### src/rtl/risc16_mem_arb.sv
// Two-master arbiter for a single-port, byte-laned 16-bit data memory.
// Serialises core (m0) and host (m1) accesses; read data returns with a valid pulse.
module risc16_mem_arb #(
    parameter int RD_LAT = 2,
    parameter bit ARB_RR = 1'b1
) (
    input  logic        clk,
    input  logic        rst_n,
    input  logic        m0_req,
    input  logic [15:0] m0_addr,
    input  logic [15:0] m0_wdata,
    input  logic [1:0]  m0_we,
    output logic        m0_gnt,
    output logic        m0_rvalid,
    output logic [15:0] m0_rdata,
    input  logic        m1_req,
    input  logic [15:0] m1_addr,
    input  logic [15:0] m1_wdata,
    input  logic [1:0]  m1_we,
    output logic        m1_gnt,
    output logic        m1_rvalid,
    output logic [15:0] m1_rdata,
    output logic [15:0] mem_addr,
    output logic [15:0] mem_wdata,
    output logic        mem_we1,
    output logic        mem_we0,
    output logic        mem_oe,
    input  logic [15:0] mem_rdata,
    output logic        busy
);

    typedef enum logic [1:0] {
        IDLE = 2'd0,
        CMD  = 2'd1,
        WAIT = 2'd2,
        DONE = 2'd3
    } state_t;

    // WAIT occupies RD_LAT-1 cycles, so the counter stops at RD_LAT-2
    localparam logic [1:0] WAIT_END = (RD_LAT > 1) ? 2'(RD_LAT - 2) : 2'd0;

    state_t     state;
    logic [1:0] cnt;
    logic       last;
    logic       win;
    logic       rd;
    logic       any_req;
    logic       pick;

    always_comb begin
        any_req = m0_req | m1_req;
        pick    = 1'b0;
        if (m0_req && m1_req)
            pick = ARB_RR ? ~last : 1'b0;
        else if (m1_req)
            pick = 1'b1;
    end

    // Command registers double as the memory-side outputs, loaded on the IDLE->CMD edge
    always_ff @(posedge clk or negedge rst_n) begin
        if (!rst_n) begin
            state     <= IDLE;
            cnt       <= 2'd0;
            last      <= 1'b1;
            win       <= 1'b0;
            rd        <= 1'b0;
            m0_gnt    <= 1'b0;
            m1_gnt    <= 1'b0;
            m0_rvalid <= 1'b0;
            m1_rvalid <= 1'b0;
            m0_rdata  <= 16'h0;
            m1_rdata  <= 16'h0;
            mem_addr  <= 16'h0;
            mem_wdata <= 16'h0;
            mem_we1   <= 1'b0;
            mem_we0   <= 1'b0;
            mem_oe    <= 1'b0;
            busy      <= 1'b0;
        end else begin
            m0_gnt    <= 1'b0;
            m1_gnt    <= 1'b0;
            m0_rvalid <= 1'b0;
            m1_rvalid <= 1'b0;
            mem_we1   <= 1'b0;
            mem_we0   <= 1'b0;
            mem_oe    <= 1'b0;
            case (state)
                IDLE: begin
                    if (any_req) begin
                        win   <= pick;
                        state <= CMD;
                        busy  <= 1'b1;
                        if (pick) begin
                            mem_addr  <= m1_addr;
                            mem_wdata <= m1_wdata;
                            mem_we1   <= m1_we[1];
                            mem_we0   <= m1_we[0];
                            mem_oe    <= (m1_we == 2'b00);
                            rd        <= (m1_we == 2'b00);
                            m1_gnt    <= 1'b1;
                        end else begin
                            mem_addr  <= m0_addr;
                            mem_wdata <= m0_wdata;
                            mem_we1   <= m0_we[1];
                            mem_we0   <= m0_we[0];
                            mem_oe    <= (m0_we == 2'b00);
                            rd        <= (m0_we == 2'b00);
                            m0_gnt    <= 1'b1;
                        end
                    end
                end
                CMD: begin
                    last <= win;
                    if (rd) begin
                        if (RD_LAT > 1) begin
                            state <= WAIT;
                            cnt   <= 2'd0;
                        end else begin
                            state <= DONE;
                        end
                    end else begin
                        state <= IDLE;
                        busy  <= 1'b0;
                    end
                end
                WAIT: begin
                    if (cnt == WAIT_END) begin
                        state <= DONE;
                        cnt   <= 2'd0;
                    end else begin
                        cnt <= cnt + 2'd1;
                    end
                end
                DONE: begin
                    if (win) begin
                        m1_rdata  <= mem_rdata;
                        m1_rvalid <= 1'b1;
                    end else begin
                        m0_rdata  <= mem_rdata;
                        m0_rvalid <= 1'b1;
                    end
                    state <= IDLE;
                    busy  <= 1'b0;
                end
                default: state <= IDLE;
            endcase
        end
    end

endmodule
### config.mk
export PLATFORM = sky130hd
export DESIGN_NAME = risc16_mem_arb
export DESIGN_NICKNAME = d
export VERILOG_FILES = /design/src/rtl/risc16_mem_arb.sv
export SDC_FILE = /design/constraint.sdc
export NUM_CORES = 1
export LEC_CHECK = 0
export ABC_AREA = 1
export CORE_ASPECT_RATIO = 1.25
export CORE_MARGIN = 10
export CORE_UTILIZATION = 38
export DETAILED_ROUTE_END_ITERATION = 7
export MAX_ROUTING_LAYER = met4
export PLACE_DENSITY = 0.84
export SETUP_SLACK_MARGIN = 0.5
export SYNTH_ARGS = -nofsm -noshare
export SYNTH_HDL_FRONTEND = slang
export SYNTH_SLANG_ARGS = --single-unit
export TNS_END_PERCENT = 100
### constraint.sdc
create_clock -name clk -period 1.4 [get_ports clk]
set_clock_uncertainty 0.15 [all_clocks]
set_input_delay 0.14 -clock clk [delete_from_list [all_inputs] [get_ports clk]]
set_output_delay 0.14 -clock clk [all_outputs]
set_load 0.005 [all_outputs]
==> run metrics <==
layout cell share with drive strength beyond 1 around half; Top FF cell, synth dfrtp_1; Final Hold Fails 0; syn_area_per_cell between 8 and 9 um2; first-pass GRT wire length approximately 21 mm; port bufs 159; Tightest Pin Transition 0.255 ns; crit-path max cell delay between 0.5 and 0.6 ns; CP Cell Sequence nand2_4 > nand2_8 > buf_6 > nand2_1 > nand3_1 > nand2_1; FILL cells 564; cell taking the most area after synthesis dfrtp_1; EDFF count, synth 0; Worst R2R Start last$_DFFE_PN1N_; Post-route DRC 0; Final min period ~1.4 ns; CP dominant cell by count nand2_1; CP Launch Point last$_DFFE_PN1N_; Setup WS pre-CTS -0.271 ns; outcome finished with violations; RSZ-0062 raised after global routing true; Pins Over Slew Limit 0; via count approximately 4,200; clock sinks 79; CP max stage cell dfstp_2; final net count 772; Ys Warns 0; Routed WL per cell between 20 and 25 um; Seq/Total Area, Yosys a little over half; P_leak roughly 3.7 nW; GR Overflow Total 0; Root Buffer clkbuf_16; total power ~15 mW; pwr/cell area 2050 nW/um2; slew margin rel. between 80% and 90%; CTS tree yes; violated checks negative setup slack; top post-synthesis cells by area dfrtp_1 54%, nand2_1 14%, nand3b_1 6.6%, inv_1 6.1%, nand3_1 5.7%; Max Fclk between 700 and 800 MHz; vias in the first global route ~4,000; hold slack approximately 0.23 ns; Worst VDD drop 1020 uV; startpoint class of the critical path flop; DRT Pass-1 Iters 5; CP Max Fanout 8; r2r endpoint mem_wdata[2]$_DFFE_PN0P_; Antenna Cells 0; CTS buffer count 9; IO Count 160; Crit Path Class flop to flop; critical path capture point type flop; Core ar. approximately 9200 um2; CTS Buffer Depth 2; Final Non-Filler Cells roughly 810; H-tree Lvls 3; Setup TNS -0.0728 ns; mapped cell area about 3600 um2; initial antenna violation count 0; cell count of the worst reg-to-reg path 6; Final setup viols 9; Syn Nets 520; clk_lat worst skew ~0.33 ns; Rows 39; fin crit share 101%; most common cell after layout, fill and taps aside clkdlybuf4s50_1; Max Cap Viol 0; 1st-iter DRT viols approximately 270; dpl hpwl around 8.2 mm; commonest non-fill, non-tap cells in the layout 86 x clkdlybuf4s50_1, 77 x nand2_1, 77 x dfrtp_1; FF-to-FF setup slack -0.02 ns; Initial Utilization 39.2%; DIE AREA around 14,000 um2; FF+latch count, synth around 80; via/cell ratio 5.13; Routed Antenna Nets 0; Syn Inst Count between 400 and 500; largest net degree at the start of global routing 80; Worst EP required about 1.5 ns; Async SR Flop Fraction 100%; Area Overhead vs Synth 99.7%; Setup WS post-layout -0.0170 ns; Tot GR Track Use between 10% and 20%; dpl cells 707; gpl congestion just under 0.8; timing endpoint of the critical path mem_wdata[2]$_DFFE_PN0P_; Die Y ~130 um; min-delay worst type input port to async pin; top cell type's share of synthesized area 54.0%; WL final between 15 and 20 mm; chip width ~110 um; arrival time worst endpoint between 1 and 1.5 ns; Yosys cell types 21; Worst-path clk slew around 0.06 ns
## stage by stage
step	utilization, %	cell area, um2
detailed placement	59.1	5450
floorplan	-	3670
global route	78.3	7220
finish	78.3	7220
CTS	66.9	6170
global placement	59.1	5450
## synthesized netlist by cell type (2+ instances only)
library cell / number
nand3b_1: 32
nor2_1: 9
nand2_1: 139
o21ai_0: 36
inv_2: 2
buf_6: 3
nand2_2: 2
buf_2: 9
inv_1: 59
buf_4: 3
ha_1: 2
nand3_1: 41
dfrtp_1: 78
clkbuf_1: 8
## kinds of logic (layout without fill, tap and decap cells)
group                      Yosys count  after routing  share of synthesized area (%)
DFF                                 79             79                           54.7
adders and majority gates            2              2                          0.692
AOI/OAI and AO/OA                   38             38                           5.29
and+or+nand+nor                    226            226                           29.2
buffers and inverters               85            341                           10.1
## how the worst min path moves through the flow
stage,endpoint,from
2_1_floorplan,async pin,rst_n
3_3_place_gp,m1_rdata[12]$_DFFE_PN0P_,rst_n
3_5_place_dp,m0_rdata[0]$_DFFE_PN0P_,rst_n
4_1_cts,m0_rdata[10]$_DFFE_PN0P_,mem_rdata[10]
5_1_grt,win$_DFFE_PN0P_,rst_n
6_report,win$_DFFE_PN0P_,rst_n
## final cells by class
cell class | instances | area, um2 | share of cell area, %
Multi-Input combinational cell | 266 | 2000 | 27.6
Inverter | 62 | 245 | 3.40
Tap cell | 123 | 154 | 2.13
Sequential cell | 79 | 1980 | 27.4
Clock buffer | 9 | 225 | 3.12
Timing Repair Buffer | 264 | 2540 | 35.1
Clock inverter | 6 | 86.3 | 1.20
## power by group
part / internal, mW / switching [mW]
combinational: 4.29 / 3.91
clock: 1.55 / 0.921
sequential: 3.38 / 0.720
## state kept, by name, indices dropped and copies added (netlist names), 2 cells and up, named ones only
register	count
mem_addr	16
cnt	2
m1_rdata	16
mem_wdata	16
m0_rdata	16
## per-layer routing
| metal | vias to the layer above | part of all wire, % | global-route usage, % |
|---|---|---|---|
| li1 | 1854 | - | - |
| met1 | 2026 | 36 | 21.8 |
| met2 | 229 | 52 | 32.8 |
| met3 | 43 | 8.4 | 5.31 |
| met4 | 0 | 3.1 | 8.62 |
| met5 | - | 0 | - |
## critical path, delay by kind of cell (launching register included)
family / cells / cell delay (ns)
buffers and inverters: 1 / 0.16
flip-flops: 1 / 0.56
AND/OR/NAND/NOR: 5 / 0.43
## what timing repair did
action	4_1_cts	5_1_grt
buffers inserted	35	32
hold buffers	1	0
endpoints found under the setup margin	151	230
gates resized for setup	372	167
endpoints found under the hold margin	78	0
pin swaps	4	45
cloned	9	10
(Power assumes the default switching activity.)
